## src/rtl/tgate_bus_arbiter_if.sv

```systemverilog
// Bus between the requesters and the transmission-gate arbiter.
// Requesters drive req/done; the arbiter drives the gate enables and status.
interface tgate_bus_arbiter_if #(
  parameter int N = 4
);
  localparam int IDW = $clog2(N);

  // Handshake: req is a level held for as long as a requester wants the wire;
  // done is a one-cycle pulse from the current owner giving the wire back.
  // control is one-hot or zero, registered, and is the only gate enable source.
  logic [N-1:0]   req;
  logic [N-1:0]   done;
  logic [N-1:0]   control;
  logic [IDW-1:0] grant_id;
  logic           bus_busy;
  logic           timeout;
  logic [1:0]     dbg_state;

  modport master (
    output req, done,
    input  control, grant_id, bus_busy, timeout, dbg_state
  );

  modport slave (
    input  req, done,
    output control, grant_id, bus_busy, timeout, dbg_state
  );
endinterface

```

## src/rtl/tgate_bus_arbiter.sv

```systemverilog
// Round-robin arbiter producing enables for N transmission gates on one wire,
// with a bounded hold time and an all-off turnaround gap between owners.
module tgate_bus_arbiter #(
  parameter int N          = 4,
  parameter int TURNAROUND = 1,
  parameter int MAX_HOLD   = 8
) (
  input  logic               clk,
  input  logic               rst_n,
  tgate_bus_arbiter_if.slave bus
);
  localparam int IDW = $clog2(N);

  typedef enum logic [1:0] {
    IDLE  = 2'd0,
    GRANT = 2'd1,
    TURN  = 2'd2
  } state_e;

  state_e         state_q, state_d;
  logic [N-1:0]   control_q, control_d;
  logic [IDW-1:0] grant_id_q, grant_id_d;
  logic [IDW-1:0] last_ptr_q, last_ptr_d;
  logic [IDW-1:0] pick_idx;
  logic [7:0]     hold_cnt_q, hold_cnt_d;
  logic [2:0]     turn_cnt_q, turn_cnt_d;
  logic           timeout_q, timeout_d;
  logic           bus_busy_q, bus_busy_d;
  logic           pick_valid, owner_done, owner_req, at_max;
  logic           start_grant, release_now, cut_off;

  // Scan from the far end back toward last_ptr+1 so the nearest set bit wins.
  always_comb begin
    pick_valid = 1'b0;
    pick_idx   = '0;
    for (int k = N; k >= 1; k--) begin
      if (bus.req[IDW'((int'(last_ptr_q) + k) % N)]) begin
        pick_valid = 1'b1;
        pick_idx   = IDW'((int'(last_ptr_q) + k) % N);
      end
    end
  end

  assign owner_done = bus.done[grant_id_q];
  assign owner_req  = bus.req[grant_id_q];
  assign at_max     = (hold_cnt_q == 8'(MAX_HOLD));

  always_ff @(posedge clk or negedge rst_n) begin
    if (!rst_n) begin
      state_q    <= IDLE;
      control_q  <= '0;
      grant_id_q <= '0;
      last_ptr_q <= IDW'(N - 1);
      hold_cnt_q <= '0;
      turn_cnt_q <= '0;
      timeout_q  <= 1'b0;
      bus_busy_q <= 1'b0;
    end else begin
      state_q    <= state_d;
      control_q  <= control_d;
      grant_id_q <= grant_id_d;
      last_ptr_q <= last_ptr_d;
      hold_cnt_q <= hold_cnt_d;
      turn_cnt_q <= turn_cnt_d;
      timeout_q  <= timeout_d;
      bus_busy_q <= bus_busy_d;
    end
  end

  always_comb begin
    state_d     = state_q;
    hold_cnt_d  = hold_cnt_q;
    turn_cnt_d  = turn_cnt_q;
    start_grant = 1'b0;
    release_now = 1'b0;
    cut_off     = 1'b0;
    case (state_q)
      IDLE: begin
        if (pick_valid) begin
          start_grant = 1'b1;
          hold_cnt_d  = 8'd1;
          state_d     = GRANT;
        end
      end
      GRANT: begin
        if (owner_done || !owner_req || at_max) begin
          release_now = 1'b1;
          // A cut-off only counts when the owner still wanted the wire.
          cut_off     = at_max && !owner_done && owner_req;
          hold_cnt_d  = '0;
          turn_cnt_d  = '0;
          state_d     = (TURNAROUND > 0) ? TURN : IDLE;
        end else if (hold_cnt_q != 8'hFF) begin
          hold_cnt_d = hold_cnt_q + 8'd1;
        end
      end
      TURN: begin
        if (int'(turn_cnt_q) >= TURNAROUND - 1) begin
          state_d    = IDLE;
          turn_cnt_d = '0;
        end else begin
          turn_cnt_d = turn_cnt_q + 3'd1;
        end
      end
      default: state_d = IDLE;
    endcase
  end

  always_comb begin
    control_d  = control_q;
    grant_id_d = grant_id_q;
    last_ptr_d = last_ptr_q;
    timeout_d  = 1'b0;
    if (start_grant) begin
      control_d           = '0;
      control_d[pick_idx] = 1'b1;
      grant_id_d          = pick_idx;
      last_ptr_d          = pick_idx;
    end else if (release_now) begin
      control_d = '0;
      timeout_d = cut_off;
    end
    bus_busy_d = |control_d;
  end

  assign bus.control   = control_q;
  assign bus.grant_id  = grant_id_q;
  assign bus.bus_busy  = bus_busy_q;
  assign bus.timeout   = timeout_q;
  assign bus.dbg_state = state_q;
endmodule

```

## src/flat_wrapper.sv

```systemverilog
// flat-port wrapper written by rule: the top's interface ports become plain ports
module tgate_bus_arbiter_flat 
#(
  parameter int N          = 4,
  parameter int TURNAROUND = 1,
  parameter int MAX_HOLD   = 8
)
  (clk, rst_n, bus_req, bus_done, bus_control, bus_grant_id, bus_bus_busy, bus_timeout, bus_dbg_state);
  tgate_bus_arbiter_if #(.N(N)) bus_i ();
  input  logic clk;
  input  logic rst_n;
  input wire logic [$bits(bus_i.req)-1:0] bus_req;
  input wire logic [$bits(bus_i.done)-1:0] bus_done;
  output wire logic [$bits(bus_i.control)-1:0] bus_control;
  output wire logic [$bits(bus_i.grant_id)-1:0] bus_grant_id;
  output wire logic [$bits(bus_i.bus_busy)-1:0] bus_bus_busy;
  output wire logic [$bits(bus_i.timeout)-1:0] bus_timeout;
  output wire logic [$bits(bus_i.dbg_state)-1:0] bus_dbg_state;
  assign bus_i.req = bus_req;
  assign bus_i.done = bus_done;
  assign bus_control = bus_i.control;
  assign bus_grant_id = bus_i.grant_id;
  assign bus_bus_busy = bus_i.bus_busy;
  assign bus_timeout = bus_i.timeout;
  assign bus_dbg_state = bus_i.dbg_state;
  tgate_bus_arbiter #(.N(N), .TURNAROUND(TURNAROUND), .MAX_HOLD(MAX_HOLD)) u_core (.clk(clk), .rst_n(rst_n), .bus(bus_i));
endmodule
```

## config.mk

```make
export PLATFORM = sky130hd
export DESIGN_NAME = tgate_bus_arbiter_flat
export DESIGN_NICKNAME = d
export VERILOG_FILES = /design/src/rtl/tgate_bus_arbiter_if.sv /design/src/rtl/tgate_bus_arbiter.sv /design/src/flat_wrapper.sv
export SDC_FILE = /design/constraint.sdc
export NUM_CORES = 1
export LEC_CHECK = 0
export ABC_AREA = 1
export BUFFER_PORTS_ARGS = -buffer_cell sky130_fd_sc_hd__buf_4
export CAP_MARGIN = 30
export CORE_AREA = 3 3 47 60
export CTS_CLUSTER_DIAMETER = 100
export CTS_CLUSTER_SIZE = 30
export DETAILED_ROUTE_END_ITERATION = 8
export DIE_AREA = 0 0 50 63
export PLACE_DENSITY = 0.76
export REMOVE_ABC_BUFFERS = 1
export SYNTH_ARGS = -nofsm -noshare
export SYNTH_HDL_FRONTEND = slang
export SYNTH_SLANG_ARGS = --single-unit
```

## constraint.sdc

```tcl
create_clock -name clk -period 2.25 [get_ports clk]
set_clock_uncertainty 0.1 [all_clocks]
set_input_delay 0.5625 -clock clk [delete_from_list [all_inputs] [get_ports clk]]
set_output_delay 0.5625 -clock clk [all_outputs]
set_load 0.1 [all_outputs]
```

Word level (Yosys, flattened, before mapping)
Cells that the tools add are included.

storage, ports and cells
  bits in registers = 20
  bits in latches = 0
  bits in writable memories = 0
  bits in read-only memories = 0
  input bits = 10
  output and inout port bits = 10
  memories = 0

cells by class
  $add $sub $neg = 5
  multipliers = 0
  div/mod/pow operators = 0
  magnitude comparators = 7
  eq/ne operators = 6
  shift-type cells = 0
  muxes and demuxes = 43
  bitwise logic cells = 0
  reduce and logical (&&, ||, !) cells = 12

operators by type and width
  kind                                                                                  number
  8-bit 2-to-1 mux                                                                      3
  1-bit 2-to-1 mux                                                                      23
  2-bit by 4-bit < comparator with 1-bit output (second input constant)                 4
  8-bit one-hot mux with 2 select lines                                                 1
  1-bit binary-select mux with 2-bit select                                             6
  2-bit 2-to-1 mux                                                                      6
  8-bit by 1-bit adder with 8-bit output (second input constant)                        1
  8-bit by 4-bit equality test with 1-bit output (second input constant)                1
  4-bit 2-to-1 mux                                                                      2
  8-bit != test (second input constant)                                                 1
  2-bit by 3-bit < comparator with 1-bit output (second input constant)                 2
  2-bit by 1-bit adder with 2-bit output (second input constant)                        2
  2-bit adder (second input constant)                                                   2
  2-bit by 1-bit != test with 1-bit output (second input constant)                      2
  2-bit one-hot mux with 2 select lines                                                 1
  4-bit OR reduction                                                                    1
  1-bit logical AND                                                                     3
  3-bit by 1-bit != test with 1-bit output (second input constant)                      1
  3-bit AND reduction                                                                   1
  1-bit demux with 2-bit select                                                         1
  2-bit by 1-bit equality test with 1-bit output (second input constant)                1
  2-bit by 1-bit greater-or-equal comparator with 1-bit output (second input constant)  1
  1-bit logical NOT                                                                     2
  2-bit logical NOT                                                                     1
  3 further kinds                                                                       4

Depth between registers and ports, before layout
  depth after elaboration = 14
  depth in mapped cells = 13
  mapped depth without buffers = 13

Worst setup path after synthesis
No wires, ideal clock.

  kind = reg2reg
  start point = reg u_core.grant_id_q[0] (netlist: u_core.bus.grant_id[0])
  end point = reg u_core.hold_cnt_q[1]
  library setup time = 119 ps
  arrival time = 1983 ps
  data required time = 2031 ps
  slack = 48 ps
  stages on the path, launching flop included = 12
  path buffers = 0
  clock period less this slack = 2202 ps
  cells stage by stage = dfrtp_1 -> inv_1 -> nand3_1 -> nand2_1 -> nand2_1 -> nand2_1 -> nand2_1 -> nor3_1 -> nor2_1 -> nand2_4 -> nand2_1 -> nand2_1

on the way
  cells in the longest elaborated chain, start to end = 7

RTL lines
  item                                                                                           line                     text
  from (decl)                                                                                    tgate_bus_arbiter.sv:22  logic [IDW-1:0] grant_id_q, grant_id_d;
  from (signal assigned)                                                                         tgate_bus_arbiter.sv:61  grant_id_q <= grant_id_d;
  1-bit binary-select mux with 2-bit select                                                      tgate_bus_arbiter.sv:45  assign owner_req = bus.req[grant_id_q];
  1-bit 2-to-1 mux (implied by the code)                                                         tgate_bus_arbiter.sv:45
  1-bit logical NOT                                                                              tgate_bus_arbiter.sv:86  if (owner_done || !owner_req || at_max) begin
  1-bit logical OR * (2 in series)                                                               tgate_bus_arbiter.sv:86
  3-bit by 1-bit != test with 1-bit output (no source line) or 8-bit 2-to-1 mux (tied branches)  --
  3-bit AND reduction (no source line) or 8-bit one-hot mux with 2 select lines (tied branches)  --
  to (signal assigned)                                                                           tgate_bus_arbiter.sv:63  hold_cnt_q <= hold_cnt_d;
  to (decl)                                                                                      tgate_bus_arbiter.sv:25  logic [7:0] hold_cnt_q, hold_cnt_d;

Every way passes the cells marked *; elsewhere a longest branch is shown, timed or not. The select of a mux whose other input is x is not followed.
A chain may end at the register's enable or synchronous reset.

Worst setup path in the final report
  start point = reg u_core.hold_cnt_q[0]
  end point = reg u_core.hold_cnt_q[3]

on the way
  cells in the longest elaborated chain, start to end = 4

RTL lines
  item                                                                                                      line
  8-bit by 1-bit adder with 8-bit output or 8-bit by 4-bit equality test with 1-bit output (tied branches)  tgate_bus_arbiter.sv:94, tgate_bus_arbiter.sv:46
  8-bit 2-to-1 mux or 1-bit logical OR (tied branches)                                                      tgate_bus_arbiter.sv:93, tgate_bus_arbiter.sv:86
  8-bit 2-to-1 mux or 3-bit by 1-bit != test with 1-bit output (tied branches)                              --
  8-bit one-hot mux with 2 select lines or 3-bit AND reduction (tied branches)                              --

Parallel ways exist; a longest one is shown, timed or not. The select of a mux whose other input is x is not followed.

==> metrics.md <==
| Metric | Value |
|---|---|
| Status | `completed` |
| Skew-Pair Late Insertion Delay | `300 ps` |
| Sequential area share after synthesis | `39.8%` |
| DRT Wirelength | `2860 um` |
| Area leader, netlist | `dfrtp_1` |
| Post-CTS Setup Repair Bufs | `0` |
| Worst setup SP type | `register` |
| Overall die width | `50 um` |
| Ports | `20` |
| Final hold violations | `0` |
| Largest net degree at the start of global routing | `21` |
| DR WL met2 | `1600 um` |
| Max Freq | `526 MHz` |
| CTS hold repair buffers | `0` |
| Worst vdd ir | `0.668 mV` |
| DRT Pass-1 Iters | `4` |
| Cells after synthesis | `183` |
| RSZ-0062 raised after global routing | `no` |
| Crit-path leading delay family | `simple AND/OR/NAND/NOR gates` |
| Cell with the largest stage delay on the worst path | `dfrtp_1` |
| CP required | `2400 ps` |
| Synth top area share | `35.6%` |
| Mean post-synth cell area | `6.91 um2` |
| Reg2reg end | `u_core.hold_cnt_q[3]$_DFFE_PN0P_` |
| First-pass GRT wire length | `5110 um` |
| Core Area | `2380 um2` |
| RR Startpoint | `u_core.hold_cnt_q[0]$_DFFE_PN0P_` |
| Worst hold path class | `in -> async` |
| H-tree levels | `1` |
| Layout area overhead | `17.2%` |
| Antenna fix cells | `0` |
| Initial core utilization | `53.2%` |
| Met3 wire len | `62 um` |
| Relative slew slack | `71.0%` |
| Endpoints failing setup | `0` |
| Clock-pin slew on the worst setup and hold paths | `100 ps` |
| Crit share post-route | `84.5%` |
| Synth cell types | `22` |
| DRT iter0 DRCs | `25` |
| Reg2Reg Depth | `11` |
| Antenna-violating nets left | `0` |
| Avg WL per Cell | `11.9 um` |
| Async set or reset register ratio after synthesis | `100%` |
| Most numerous cell in the Yosys netlist | `nand2_1` |
| Post_cts resized | `0` |
| Die H | `63 um` |
| PortBufs | `19` |
| Met1 wire length | `1150 um` |
| Initial antenna violation count | `0` |
| Die Footprint | `3150 um2` |
| Row cnt | `20` |
| CTS sink count | `20` |
| Worst slew pin tran | `432 ps` |
| Area after DPL | `1460 um2` |
| Worst-path fanout max | `8` |
| Post-route DRC violation count | `0` |
| PwrDens | `1510 nW/um2` |
| Clock buffer depth | `2` |
| Routed via count | `1218` |
| GPL Wtd Cong | `0.918` |
| Post-synth EDFFs | `0` |
| CP Capture Type | `register` |
| Static leakage | `0.819 nW` |
| Levels on crit path | `11` |
| R2r setup slk | `350 ps` |
| Final Cell Area | `1480 um2` |
| Synth warn | `0` |
| Clk root buf | `clkbuf_4` |
| DR vias/cell | `5.08` |
| Share of layout cells above drive strength 1 | `22.7%` |
| Crit path DAT | `2050 ps` |
| Top Layer Used | `met4` |
| Top cells by area, synth | `dfrtp_1, nand2_1, inv_1` |
| Total Power | `0.00224 W` |
| Vias in the first global route | `1236` |
| CP Buf/Inv Count | `1` |
| Fin Setup TNS | `0 ps` |
| Yosys reg bits | `20` |
| Max-slew violations | `0` |
| CTS tree | `done` |
| Synth top cells by count | `nand2_1, inv_1, dfrtp_1` |
| Final min period | `1900 ps` |
| Mapped Area | `1260 um2` |
| Worst path most repeated cell | `nand2_1` |
| Post-DP HPWL | `2300 um` |
| Global route overflow | `0` |
| Primary FF master, synth | `dfrtp_1` |
| FILL cells | `246` |
| Slowest stage delay, CP | `440 ps` |
| CP Cell Sequence | `ha_1 -> nand2_1 -> inv_1 -> nand3_1 -> nor2_1 -> nand2_1 -> nor3_1 -> nor2_1 -> nand2_4 -> nand2_1 -> nand2_1` |
| Setup Crit Path Kind | `reg -> reg` |
| Nets@finish | `220` |
| CTS Buf Count | `3` |
| Max cap viols | `0` |
| Overall Global Routing Usage | `20.8%` |
==> report_power, final <==
group          internal, W  leakage, nW  switching, W  total, W
logic             0.000374        0.546       0.00112   0.00149
registers         0.000480        0.258     0.0000951  0.000575
clock network    0.0000693       0.0150      0.000104  0.000174
==> worst max path at each step <==
stage,slack [ps],to,startpoint
3_3_place_gp,380,u_core.hold_cnt_q[1]$_DFFE_PN0P_,bus_req[3]
5_1_grt,110,u_core.hold_cnt_q[1]$_DFFE_PN0P_,u_core.hold_cnt_q[0]$_DFFE_PN0P_
4_1_cts,350,u_core.hold_cnt_q[3]$_DFFE_PN0P_,u_core.hold_cnt_q[0]$_DFFE_PN0P_
2_1_floorplan,50,u_core.hold_cnt_q[1]$_DFFE_PN0P_,u_core.bus.grant_id[0]$_DFFE_PN0N_
6_report,350,u_core.hold_cnt_q[3]$_DFFE_PN0P_,u_core.hold_cnt_q[0]$_DFFE_PN0P_
3_5_place_dp,330,u_core.hold_cnt_q[7]$_DFFE_PN0P_,bus_req[3]
==> flip-flops by register name (all words and copies together) (netlist names) <==
| signal | cells |
|---|---|
| u_core.hold_cnt_q | 8 |
| u_core.bus.grant_id | 2 |
| u_core.last_ptr_q | 2 |
| u_core.bus.timeout | 1 |
| u_core.bus.bus_busy | 1 |
| u_core.bus.dbg_state | 2 |
| u_core.bus.control | 4 |
==> kinds of logic after synthesis <==
family / Yosys count / synth area share, %
xor+xnor: 2 / 1.39
flops: 20 / 39.8
fa+ha+maj: 2 / 1.98
compound gates: 13 / 5.15
simple gates: 115 / 42.5
buf+inv: 31 / 9.21
==> through the flow <==
stage	util [%]	setup WS, ps	cells	hold WS [ps]
finish	62.3	348	240	9.53
global route	62.3	106	240	14.1
CTS	62.3	353	240	17.5
detailed placement	61.2	334	236	357
global placement	61.2	384	236	354
floorplan	-	48.3	183	167
==> per-layer routing <==
layer | vias up | global-route usage [%]
met5 | - | 0
met2 | 20 | 40.0
li1 | 624 | -
met3 | 7 | 1.91
met1 | 567 | 21.9
met4 | 0 | 9.00
==> cell type report <==
cell class                 count  area (um2)  share of cell area [%]
sequential                    20         503                    34.0
timing repair buffer          20         150                    10.1
multi-input combinational    132         644                    43.5
tap                           33        41.3                    2.79
inverter                      31         116                    7.85
clock buffer                   4        26.3                    1.77
==> cells in the final DEF, fill, tap and decap left out <==
master / n
a21oi_1: 2
buf_4: 20
clkbuf_1: 1
clkbuf_4: 3
dfrtp_1: 18
dfstp_2: 2
ha_1: 2
inv_1: 28
inv_2: 3
nand2_1: 57
nand2_2: 13
nand2_4: 1
nand3_1: 16
nand3_2: 1
nand4_1: 4
nor2_1: 11
nor2_2: 2
nor2_4: 1
nor3_1: 6
nor3b_1: 1
nor4_1: 1
o21ai_0: 9
o21ai_1: 2
or2_2: 1
xor2_1: 2
(Power assumes the default switching activity.)
